## config.mk

```make
export PLATFORM = sky130hd
export DESIGN_NAME = add_tree_pipe
export DESIGN_NICKNAME = d
export VERILOG_FILES = /design/src/rtl/add_tree_pkg.sv /design/src/rtl/add_tree_stage.sv /design/src/rtl/add_tree_pipe.sv
export SDC_FILE = /design/constraint.sdc
export NUM_CORES = 1
export LEC_CHECK = 0
export ABC_AREA = 1
export CORE_MARGIN = 8
export CORE_UTILIZATION = 54
export CTS_BUF_LIST = sky130_fd_sc_hd__clkbuf_8 sky130_fd_sc_hd__clkbuf_16
export DETAILED_ROUTE_END_ITERATION = 8
export PLACE_DENSITY = 0.85
export SLEW_MARGIN = 20
export SYNTH_ARGS = -nofsm -noshare
export SYNTH_HDL_FRONTEND = slang
export SYNTH_SLANG_ARGS = --single-unit
```

## constraint.sdc

```tcl
create_clock -name clk_i -period 4.3 [get_ports clk_i]
set_input_delay 1.075 -clock clk_i [delete_from_list [all_inputs] [get_ports clk_i]]
set_output_delay 1.075 -clock clk_i [all_outputs]
set_load 0.02 [all_outputs]
```

## src/rtl/add_tree_pkg.sv

```systemverilog
// Shared helpers for the pipelined adder tree: depth, per-level widths and term counts.
package add_tree_pkg;

   localparam int ACC_EXT_W = 16;

   function automatic int clog2(input int v);
      int r;
      r = 32'sd0;
      for (int p = 32'sd1; p < v; p = p * 32'sd2) begin
         r = r + 32'sd1;
      end
      return r;
   endfunction

   function automatic int lvl_w(input int in_w, input int s);
      return in_w + s + 32'sd1;
   endfunction

   function automatic int terms_at(input int n, input int s);
      return (n + (32'sd1 << s) - 32'sd1) >> s;
   endfunction

endpackage

```

## src/rtl/add_tree_stage.sv

```systemverilog
// One adder-tree level: pairwise extend-and-add of TERMS_IN lanes into a valid/ready register.
module add_tree_stage
   import add_tree_pkg::*;
#(
   parameter  int TERMS_IN  = 4,
   parameter  int W_IN      = 6,
   parameter  int SIGNED    = 0,
   localparam int TERMS_OUT = terms_at(TERMS_IN, 32'sd1),
   localparam int W_OUT     = W_IN + 32'sd1
) (
   input  logic                       clk_i,
   input  logic                       rst_n_i,
   input  logic                       valid_up,
   output logic                       ready_up,
   input  logic [TERMS_IN*W_IN-1:0]   data_up,
   output logic                       valid_dn,
   input  logic                       ready_dn,
   output logic [TERMS_OUT*W_OUT-1:0] data_dn
);

   logic                       load_s;
   logic [TERMS_OUT*W_OUT-1:0] sum_s;
   logic                       valid_r;
   logic [TERMS_OUT*W_OUT-1:0] data_r;

   genvar j;
   for (j = 0; j < TERMS_OUT; j++) begin : g_pair
      logic [W_IN-1:0]  a_s;
      logic [W_IN-1:0]  b_s;
      logic [W_OUT-1:0] a_ext_s;
      logic [W_OUT-1:0] b_ext_s;

      assign a_s = data_up[(32'sd2*j)*W_IN +: W_IN];
      // An unpaired last term is added to zero, i.e. passed through extended
      if ((32'sd2*j + 32'sd1) < TERMS_IN) begin : g_b
         assign b_s = data_up[(32'sd2*j + 32'sd1)*W_IN +: W_IN];
      end else begin : g_odd
         assign b_s = '0;
      end

      if (SIGNED != 0) begin : g_sx
         assign a_ext_s = {a_s[W_IN-1], a_s};
         assign b_ext_s = {b_s[W_IN-1], b_s};
      end else begin : g_zx
         assign a_ext_s = {1'b0, a_s};
         assign b_ext_s = {1'b0, b_s};
      end

      assign sum_s[j*W_OUT +: W_OUT] = a_ext_s + b_ext_s;
   end

   // An empty register always refills, which is what collapses bubbles
   assign load_s   = ~valid_r | ready_dn;
   assign ready_up = load_s;

   // Level register: holds while full and downstream is stalled
   always_ff @(posedge clk_i or negedge rst_n_i) begin
      if (!rst_n_i) begin
         valid_r <= 1'b0;
         data_r  <= '0;
      end else if (load_s) begin
         valid_r <= valid_up;
         if (valid_up) begin
            data_r <= sum_s;
         end
      end
   end

   assign valid_dn = valid_r;
   assign data_dn  = data_r;

endmodule

```

## src/rtl/add_tree_pipe.sv

```systemverilog
// Pipelined NUM_IN-lane adder tree, one register per level, valid/ready on both sides.
// Optional running accumulator of delivered sums when ADD_TREE_ACC_EN is defined.
module add_tree_pipe
   import add_tree_pkg::*;
#(
   parameter  int NUM_IN = 4,
   parameter  int IN_W   = 6,
   parameter  int SIGNED = 0,
   localparam int LVL    = clog2(NUM_IN),
   localparam int OUT_W  = IN_W + LVL
) (
   input  logic                   clk_i,
   input  logic                   rst_n_i,
   input  logic                   in_valid_i,
   output logic                   in_ready_o,
   input  logic [NUM_IN*IN_W-1:0] in_data_i,
   output logic                   out_valid_o,
   input  logic                   out_ready_i,
   output logic [OUT_W-1:0]       out_sum_o
`ifdef ADD_TREE_ACC_EN
   ,
   input  logic                   acc_clr_i,
   output logic [OUT_W+ACC_EXT_W-1:0] out_acc_o
`endif
);

   localparam int PAD_N = 32'sd1 << LVL;

   logic [PAD_N*IN_W-1:0] lanes_s;

   // Zero lanes round the operand count up to a power of two
   always_comb begin
      lanes_s                      = '0;
      lanes_s[NUM_IN*IN_W-1:0]     = in_data_i;
   end

   genvar s;
   for (s = 0; s < LVL; s++) begin : g_lvl
      localparam int T_IN  = terms_at(PAD_N, s);
      localparam int T_OUT = terms_at(PAD_N, s + 32'sd1);
      localparam int W_IN  = IN_W + s;
      localparam int W_OUT = lvl_w(IN_W, s);

      logic                   v_in_s;
      logic                   r_in_s;
      logic [T_IN*W_IN-1:0]   d_in_s;
      logic                   v_out_s;
      logic                   r_out_s;
      logic [T_OUT*W_OUT-1:0] d_out_s;

      if (s == 0) begin : g_head
         assign v_in_s = in_valid_i;
         assign d_in_s = lanes_s;
      end else begin : g_link
         assign v_in_s = g_lvl[s-1].v_out_s;
         assign d_in_s = g_lvl[s-1].d_out_s;
      end

      if (s == LVL - 1) begin : g_tail
         assign r_out_s = out_ready_i;
      end else begin : g_mid
         assign r_out_s = g_lvl[s+1].r_in_s;
      end

      add_tree_stage #(
         .TERMS_IN (T_IN),
         .W_IN     (W_IN),
         .SIGNED   (SIGNED)
      ) u_stage (
         .clk_i    (clk_i),
         .rst_n_i  (rst_n_i),
         .valid_up (v_in_s),
         .ready_up (r_in_s),
         .data_up  (d_in_s),
         .valid_dn (v_out_s),
         .ready_dn (r_out_s),
         .data_dn  (d_out_s)
      );
   end

   assign in_ready_o  = g_lvl[0].r_in_s;
   assign out_valid_o = g_lvl[LVL-1].v_out_s;
   assign out_sum_o   = g_lvl[LVL-1].d_out_s;

`ifdef ADD_TREE_ACC_EN
   localparam int ACC_W = OUT_W + ACC_EXT_W;

   logic             out_fire_s;
   logic [ACC_W-1:0] sum_ext_s;
   logic [ACC_W-1:0] acc_r;

   assign out_fire_s = out_valid_o & out_ready_i;

   if (SIGNED != 0) begin : g_acc_sx
      assign sum_ext_s = {{ACC_EXT_W{out_sum_o[OUT_W-1]}}, out_sum_o};
   end else begin : g_acc_zx
      assign sum_ext_s = {{ACC_EXT_W{1'b0}}, out_sum_o};
   end

   // Running total; a clear coinciding with a delivery keeps only that sum
   always_ff @(posedge clk_i or negedge rst_n_i) begin
      if (!rst_n_i) begin
         acc_r <= '0;
      end else if (acc_clr_i) begin
         acc_r <= out_fire_s ? sum_ext_s : '0;
      end else if (out_fire_s) begin
         acc_r <= acc_r + sum_ext_s;
      end
   end

   assign out_acc_o = acc_r;
`endif

endmodule

```

---- Word-level counts from Yosys, hierarchy flattened ----
Index checks and enable logic that the tools add are counted.
word-level totals
  flip-flop bits (word level) ............. 24
  logic and storage cells ................. 13
cells by class
  add/subtract/negate cells ............... 3
  bitwise operators ....................... 4
  reduce and logical (&&, ||, !) cells .... 2
operators by type and width
  operator                                number
  6-bit by 6-bit adder with 7-bit output  2
  7-bit by 7-bit adder with 8-bit output  1
  2-bit AND reduction                     2
  1-bit NOT                               2
  1-bit bitwise OR                        2

---- Logic depth before layout (Yosys ltp) ----
Gate-level depths: netlist of run 1.
  word-level depth ........................ 4
  gate-level depth with buffers ........... 11
  depth with buffers taken out ............ 11

---- By module ----
A second synthesis of run 1 with hierarchy kept.
unflattened totals
  cells, all modules ...................... 225
  area total of the unflattened synthesis .. 1709.1 µm²
modules (own cells, without submodules)
  module                             instances  cells an instance  area an instance (µm²)  sequential area each (µm²)
  add_tree_stage (g_lvl[0].u_stage)  1          134                1037.2                  375.4
  add_tree_stage (g_lvl[1].u_stage)  1          91                 671.9                   225.2

---- Worst setup path before layout of run 1 ----
OpenSTA, ideal clock, no wires.
  path type ............................... input -> output
  start point ............................. in out_ready_i
  end point ............................... out in_ready_o
  data arrival time ....................... 1.296 ns
  data required time ...................... 3.225 ns
  path slack .............................. 1.929 ns
  stages .................................. 2
  path through ............................ inv_1 -> nand3_2
on the way
  cells in the longest elaborated chain, start to end .. 2
RTL lines
  item                            line                  RTL
  start, declared                 add_tree_pipe.sv:18   input logic out_ready_i,
  1-bit bitwise OR (2 in series)  add_tree_stage.sv:53  assign load_s = ~valid_r | ready_dn;
  end, declared                   add_tree_pipe.sv:15   output logic in_ready_o,
Every way passes these cells.

---- Worst setup path after layout of run 1 ----
Same ends and word-level chain as after synthesis.

==> impl_table.tex, run 1 <==
\begin{tabular}{lr}
\hline
Metric & Value \\
\hline
\multicolumn{2}{l}{\textbf{Routing}} \\
Initial DRT Pass Iterations & 4 \\
Remaining design rule violation count & 0 \\
Via count & between 1000 and 1500 \\
Detailed Route WL & 3.21 mm \\
Number of nets still failing antenna checks after routing & 0 \\
Via-to-Cell Ratio & 4.98 \\
Routed WL per cell & around 11 um \\
Starting DRC count in detailed routing & roughly 110 \\
\multicolumn{2}{l}{\textbf{Clock tree}} \\
Clock latency at the later pin of the worst-skew pair & roughly 0.26 ns \\
Level count of the clock H-tree & 1 \\
TritonCTS clock tree & built \\
Post-CTS setup buffers & 0 \\
Maximum buffer depth of the clock tree & 2 \\
CTS clock-pin slew for the worst setup and hold paths & roughly 0.080 ns \\
\# clock sinks & 24 \\
Library cell used as clock root buffer & clkbuf\_8 \\
Number of buffers created by CTS & 3 \\
Hold bufs inserted after CTS & 0 \\
CTS resizes & 0 \\
\multicolumn{2}{l}{\textbf{Placed design}} \\
Total half-perimeter wirelength after legalization and detailed placement & around 2.6 mm \\
Routability congestion estimate from global placement & between 0.8 and 0.9 \\
Cell Count Post-Placement & a little under 300 \\
IO Port Bufs & 37 \\
\multicolumn{2}{l}{\textbf{Finish}} \\
Fraction of final layout cells with drive strength greater than 1 & under 10\% \\
Number of nets in the finished design & slightly above 300 \\
Diode count & 0 \\
FILL cells & roughly 260 \\
Area taken by flip-flops and latches & between 600 and 700 sq um \\
Utilization of the core after routing & 71.5\% \\
Multi-input gate area in the final layout & approximately 960 sq um \\
Number of cells in the finished layout apart from fillers & 300 \\
Syn-to-layout area delta & 27.3\% \\
\multicolumn{2}{l}{\textbf{Timing}} \\
Hold Violations, Final & 0 \\
Setup Viol. Count Final & 0 \\
Final critical-path share of the clock period & slightly below 80\% \\
Max Fclk & 297 MHz \\
Setup clock skew after layout & about 0.0042 ns \\
Worst slew slack as a fraction of its limit & 66.4\% \\
Setup Total Neg Slack & 0 ns \\
Transition at the pin with the smallest max-transition slack & 0.503 ns \\
Pins Over Slew Limit & 0 \\
Setup repair after global routing missed its margin & no \\
Crit path time final & 3.37 ns \\
\multicolumn{2}{l}{\textbf{Synth}} \\
Synth unique cells & 25 \\
Synth async-reset ratio & 100\% \\
Sequential share of the synthesized area & 35.3\% \\
Synth Warn \# & 0 \\
Proportion of netlist area held by the largest area contributor & about a third \\
Flop and latch count out of synthesis & 24 \\
Cell types with the highest counts after synthesis & nand2\_1, inv\_1, dfrtp\_1 \\
Net Count, Synth & approximately 270 \\
Most frequently used flop master after synthesis & dfrtp\_1 \\
Cell taking the most area after synthesis & dfrtp\_1 \\
Synthesized instance count & 217 \\
Largest cells by area after synthesis & dfrtp\_1, nand2\_1, ha\_1 \\
Number of synthesized flops with an enable pin & 0 \\
Library cell with the highest instance count after synthesis & nand2\_1 \\
Avg Inst Size Synth & 7.84 sq um \\
Cell area after synthesis & 0.00170 sq mm \\
\multicolumn{2}{l}{\textbf{Critical path}} \\
CP Data Arrival Time & 2.29 ns \\
Cell-by-cell trace of the critical path & clkdlybuf4s50\_1, inv\_1, nand3\_2, clkdlybuf4s50\_1 \\
Worst Path Buf+Inv & 3 \\
Crit-path most repeated cell & clkdlybuf4s50\_1 \\
Critical path startpoint & out\_ready\_i \\
Worst-path maximum fanout & 3 \\
Critical-path top delay cell & clkdlybuf4s50\_1 \\
Category of the worst setup path launch point & primary input \\
Number of cells on the worst reg-to-reg path & 11 \\
FF-to-FF setup slack & between 2 and 3 ns \\
Launch instance of the worst register-to-register path & g\_lvl[0].u\_stage.data\_dn[7]\$\_DFFE\_PN0P\_ \\
Critical path start-end classification & primary input to output pin \\
Required time worst endpoint & about 3.2 ns \\
Critical Path End Type & output pin \\
Delay of the slowest cell on the worst path & a little over 0.6 ns \\
R2r endpoint & g\_lvl[1].u\_stage.data\_dn[6]\$\_DFFE\_PN0P\_ \\
Kind of cell with the highest combined delay on the critical path & buffers and inverters \\
\multicolumn{2}{l}{\textbf{Hold path}} \\
End point of the most critical hold path & g\_lvl[1].u\_stage.data\_dn[0]\$\_DFFE\_PN0P\_ \\
Worst Min Path Start & g\_lvl[1].u\_stage.data\_dn[0]\$\_DFFE\_PN0P\_ \\
Class of the most critical hold timing path & register to register \\
Number of instances on the worst hold path & 2 \\
\multicolumn{2}{l}{\textbf{Global route}} \\
Total global routing track utilization & 13.5\% \\
Via count of the first global-routing pass & between 1000 and 1500 \\
Global-route wire length before repair & around 5.9 mm \\
Global route overflow & 0 \\
Initial antenna violation count & 0 \\
Maximum number of pins on one net before global-route repair & 25 \\
\multicolumn{2}{l}{\textbf{Floorplan}} \\
Width of the die & 72.1 um \\
Die footprint & 0.00520 sq mm \\
Initial Utilization & a little under three fifths \\
Die Y-Extent & roughly 72 um \\
Area of the core & between 0.003 and 0.004 sq mm \\
FP Rows & 20 \\
Number of primary I/O pins & 38 \\
\multicolumn{2}{l}{\textbf{Power}} \\
Switching Share & 36.2\% \\
Worst VDD drop & 0.157 mV \\
Power Dens Cells & $\sim$440 mW/mm\^{}2 \\
Clock network fraction of design power & between 20\% and 30\% \\
Total net switching power & 348 uW \\
PnR Total Power & roughly 960 uW \\
Share of total power in sequential cells & 34.3\% \\
Cell internal pwr & between 600 and 700 uW \\
Static leakage & 0.00112 uW \\
Combinational share of power & between 40 and 50\% \\
\multicolumn{2}{l}{\textbf{Outcome}} \\
Result of the run & complete, no violations \\
\multicolumn{2}{l}{\textbf{Job}} \\
Max-cap violation count & 0 \\
\hline
\end{tabular}
power by group through the flow:
stage	Clock, uW	Sequential, uW	Combinational (uW)
global route	203	337	490
floorplan	0	376	237
finish	195	329	436
global placement	0	331	424
detailed placement	0	335	436
CTS	196	330	441
flip-flops by register name, summed over array words and instances, names as in the netlist:
name,flops
g_lvl.u_stage.data_dn,22
g_lvl.u_stage.valid_dn,2
metal layers:
metal  GRT usage, %  vias up  wire, um
li1               -      776         -
met1           16.2      682      1490
met2           24.5       33      1550
met3           1.65        4       130
met4           4.08        0        38
met5              0        -         0
cells by family (layout without fill, tap and decap cells):
logic type	after synthesis	in the layout	share of synthesized area, %
XOR/XNOR	2	2	1.03
flip-flops	24	24	35.3
buffers and inverters	32	71	8.39
AO/OA/AOI/OAI	27	27	9.27
adder cells (fa/ha/maj)	22	22	17.5
AND/OR/NAND/NOR	110	110	28.5
cell usage in the layout (no fill, tap or decap), types with 2 or more instances in the layout:
cell and instances:
fa_1 3, nand3b_1 2, nand2_2 3, a21oi_1 11, clkbuf_8 3, a31oi_1 3
dfrtp_1 24, nand3_1 15, o21ai_0 8, nand3_2 3, inv_1 28, nand2_1 71
clkdlybuf4s50_1 36, ha_1 19, o21ai_2 5, nor2_1 11
worst register-to-register path: stages, from the launching register on:
cell and delay, ns:
dfrtp_1 0.37, ha_1 0.20, inv_1 0.07, fa_1 0.39
inv_1 0.07, nand2_1 0.06, nand2_1 0.10, nand3_1 0.10
nand2_1 0.07, nand2_1 0.05, nand3_1 0.06, nand2_1 0.05
worst max-delay path by stage:
stage / to / slack [ns] / cells past startpoint
floorplan: in_ready_o / 1.93 / 2
detailed placement: in_ready_o / 0.93 / 4
CTS: in_ready_o / 0.92 / 4
global placement: in_ready_o / 0.94 / 4
finish: in_ready_o / 0.93 / 4
global route: in_ready_o / 0.88 / 4
stage by stage:
step | hold slack, ns | area (sq um) | setup WS (ns)
3_3_place_gp | 0.461 | 2100 | 0.938
2_1_floorplan | 0.453 | 1700 | 1.93
6_report | 0.487 | 2160 | 0.933
5_1_grt | 0.507 | 2160 | 0.883
4_1_cts | 0.493 | 2170 | 0.924
3_5_place_dp | 0.472 | 2100 | 0.930
layout make-up:
type / count / area share [%]
Multi-Input combinational cell: 161 / 44.2
Sequential cell: 24 / 27.7
Timing Repair Buffer: 37 / 16.9
Inverter: 30 / 5.32
Tap cell: 44 / 2.54
Clock buffer: 3 / 1.91
Clock inverter: 1 / 1.39
(Power assumes the default switching activity.)
==> inputs of run 2 (changes only) <==
--- a/config.mk
+++ b/config.mk
@@ -7,10 +7,10 @@
 export LEC_CHECK = 0
 export ABC_AREA = 1
 export CORE_MARGIN = 8
-export CORE_UTILIZATION = 54
+export CORE_UTILIZATION = 50
 export CTS_BUF_LIST = sky130_fd_sc_hd__clkbuf_8 sky130_fd_sc_hd__clkbuf_16
 export DETAILED_ROUTE_END_ITERATION = 8
-export PLACE_DENSITY = 0.85
+export PLACE_DENSITY = 0.79
 export SLEW_MARGIN = 20
 export SYNTH_ARGS = -nofsm -noshare
 export SYNTH_HDL_FRONTEND = slang
==> constraint.sdc (replaced) <==
create_clock -name clk_i -period 3.1 [get_ports clk_i]
set_input_delay 0.775 -clock clk_i [delete_from_list [all_inputs] [get_ports clk_i]]
set_output_delay 0.775 -clock clk_i [all_outputs]
set_load 0.02 [all_outputs]
==> run 2 against run 1 <==
  * Die area increased by 6.2%
  * Combinational power up 38%
  * Critical path depth unchanged
  * Critical path type unchanged
  * Routed wire length increased by 1.7%
  * Sequential cell count is the same
  * First-iteration DRC count decreased by 52%
  * Largest cell class unchanged
==> impl_table.tex, run 2 (same netlist as run 1, synthesis figures left out) <==
\begin{tabular}{lr}
\hline
Metric & Value \\
\hline
\multicolumn{2}{l}{\textbf{Timing}} \\
Final critical-path share of the clock period & 89.6\% \\
Hold Violations, Final & 0 \\
Pins Over Slew Limit & 0 \\
Transition at the pin with the smallest max-transition slack & $\sim$0.29 ns \\
Worst slew slack as a fraction of its limit & 80.8\% \\
Crit path time final & $\sim$2.8 ns \\
Max Fclk & between 300 and 400 MHz \\
Setup clock skew after layout & between 0.001 and 0.0015 ns \\
Setup Total Neg Slack & 0 ns \\
Setup repair after global routing missed its margin & no \\
Setup Viol. Count Final & 0 \\
\multicolumn{2}{l}{\textbf{Finish}} \\
FILL cells & just over 300 \\
Diode count & 0 \\
Largest register FFs & 22 \\
Fraction of final layout cells with drive strength greater than 1 & $\sim$8\% \\
Syn-to-layout area delta & 27.2\% \\
Area taken by flip-flops and latches & between 600 and 700 sq um \\
Most common cell after layout, fill and taps aside & nand2\_1 \\
Utilization of the core after routing & roughly two thirds \\
Multi-input gate area in the final layout & 957 sq um \\
Most used cells in the layout excluding fill and tap cells & nand2\_1, clkdlybuf4s50\_1, inv\_1 \\
Final design area excluding fillers & 0.00216 sq mm \\
Number of nets in the finished design & 308 \\
\multicolumn{2}{l}{\textbf{Floorplan}} \\
Initial Utilization & about half \\
Width of the die & between 70 and 80 um \\
Number of primary I/O pins & 38 \\
FP Rows & 21 \\
Area of the core & between 0.003 and 0.004 sq mm \\
Die Y-Extent & around 74 um \\
Die footprint & roughly 0.0055 sq mm \\
\multicolumn{2}{l}{\textbf{Placed design}} \\
Routability congestion estimate from global placement & roughly 0.77 \\
IO Port Bufs & 37 \\
Total half-perimeter wirelength after legalization and detailed placement & approximately 2.7 mm \\
Post-Place Cell Area & roughly 0.0021 sq mm \\
\multicolumn{2}{l}{\textbf{Routing}} \\
Initial DRT Pass Iterations & 4 \\
Detailed Route WL & roughly 3.3 mm \\
Remaining design rule violation count & 0 \\
Number of nets still failing antenna checks after routing & 0 \\
Via count & approximately 1500 \\
Via-to-Cell Ratio & approximately 4.9 \\
Starting DRC count in detailed routing & 52 \\
Routed WL per cell & 10.8 um \\
\multicolumn{2}{l}{\textbf{Clock tree}} \\
CTS clock-pin slew for the worst setup and hold paths & approximately 0.08 ns \\
Hold bufs inserted after CTS & 0 \\
\# clock sinks & 24 \\
Maximum buffer depth of the clock tree & 2 \\
CTS resizes & 0 \\
Number of buffers created by CTS & 3 \\
TritonCTS clock tree & built \\
Post-CTS setup buffers & 0 \\
Library cell used as clock root buffer & clkbuf\_8 \\
Level count of the clock H-tree & 1 \\
Clock latency at the later pin of the worst-skew pair & roughly 0.27 ns \\
\multicolumn{2}{l}{\textbf{Job}} \\
Max-cap violation count & 0 \\
\multicolumn{2}{l}{\textbf{Global route}} \\
Initial antenna violation count & 0 \\
Total global routing track utilization & between 10\% and 20\% \\
Via count of the first global-routing pass & 1518 \\
Global route overflow & 0 \\
Global-route wire length before repair & about 6 mm \\
Maximum number of pins on one net before global-route repair & 25 \\
\multicolumn{2}{l}{\textbf{Critical path}} \\
Critical-path top delay cell & clkdlybuf4s50\_1 \\
Required time worst endpoint & approximately 2.3 ns \\
Worst Path Buf+Inv & 3 \\
Worst-path maximum fanout & 3 \\
Kind of cell with the highest combined delay on the critical path & buffers and inverters \\
Critical path start-end classification & primary input to output pin \\
Delay of the slowest cell on the worst path & just over 0.6 ns \\
Category of the worst setup path launch point & primary input \\
Crit-path most repeated cell & clkdlybuf4s50\_1 \\
Critical Path End Type & output pin \\
Cell-by-cell trace of the critical path & clkdlybuf4s50\_1, inv\_1, nand3\_2, clkdlybuf4s50\_1 \\
CP Data Arrival Time & 2.00 ns \\
FF-to-FF setup slack & 1.41 ns \\
\multicolumn{2}{l}{\textbf{Hold path}} \\
Class of the most critical hold timing path & register to register \\
\multicolumn{2}{l}{\textbf{Power}} \\
Worst VDD drop & 0.165 mV \\
Static leakage & about 0.0011 uW \\
Power Dens Cells & 585 mW/mm\^{}2 \\
\multicolumn{2}{l}{\textbf{Outcome}} \\
Result of the run & complete, no violations \\
\hline
\end{tabular}
run 2: changes by cell type in the layout (fill, tap and decap cells not counted), sizes merged:
| cell | before | now |
|---|---|---|
| bufinv | 1 | 0 |
| clkbuf | 3 | 4 |
| clkdlybuf4s50 | 36 | 37 |
run 2: layout make-up:
class                           count  share of cell area (%)
Sequential cell                    24                    27.8
Clock buffer                        4                    2.54
Inverter                           30                    5.32
Multi-Input combinational cell    161                    44.2
Timing Repair Buffer               38                    17.5
Tap cell                           46                    2.66
run 2: per-stage QoR:
step | total power [uW] | std cells | worst slack (ns) | hold WS, ns
after global placement | 1050 | 299 | 0.319 | 0.461
final | 1270 | 303 | 0.323 | 0.479
after global routing | 1390 | 303 | 0.273 | 0.521
after floorplan | 850 | 217 | 1.17 | 0.453
after detailed placement | 1070 | 299 | 0.322 | 0.464
after CTS | 1280 | 303 | 0.308 | 0.486
run 2: per-layer routing:
metal / vias to the layer above / part of all wire (%) / GRT usage (%)
li1: 782 / - / -
met1: 665 / 45 / 14.1
met2: 34 / 47 / 25.3
met3: 7 / 5.1 / 2.83
met4: 0 / 2.5 / 7.17
met5: - / 0 / 0
run 2: final timing paths:
check,start,to,cells after the start
worst min-delay path,g_lvl[1].u_stage.data_dn[6]$_DFFE_PN0P_,g_lvl[1].u_stage.data_dn[6]$_DFFE_PN0P_,2
worst min register to register,g_lvl[1].u_stage.data_dn[6]$_DFFE_PN0P_,g_lvl[1].u_stage.data_dn[6]$_DFFE_PN0P_,2
max in group asynchronous,rst_n_i,g_lvl[0].u_stage.data_dn[7]$_DFFE_PN0P_,2
min in group asynchronous,rst_n_i,g_lvl[0].u_stage.valid_dn$_DFFE_PN0N_,2
worst max-delay path,out_ready_i,in_ready_o,4
worst max register to register,g_lvl[0].u_stage.data_dn[0]$_DFFE_PN0P_,g_lvl[1].u_stage.data_dn[6]$_DFFE_PN0P_,11
run 2: power breakdown:
group / switching, uW / internal (uW) / leakage [uW]
combinational: 328 / 274 / 0.000800
clock: 92.7 / 113 / 0.0000288
sequential: 53.2 / 404 / 0.000288
run 2: worst reg2reg max path: stages, from the launching register on:
cell and delay [ns]:
dfrtp_1 0.37, ha_1 0.21, inv_1 0.07, fa_1 0.40
inv_1 0.07, nand2_1 0.06, nand2_1 0.10, nand3_1 0.10
nand2_1 0.07, nand2_1 0.04, nand3_1 0.06, nand2_1 0.05
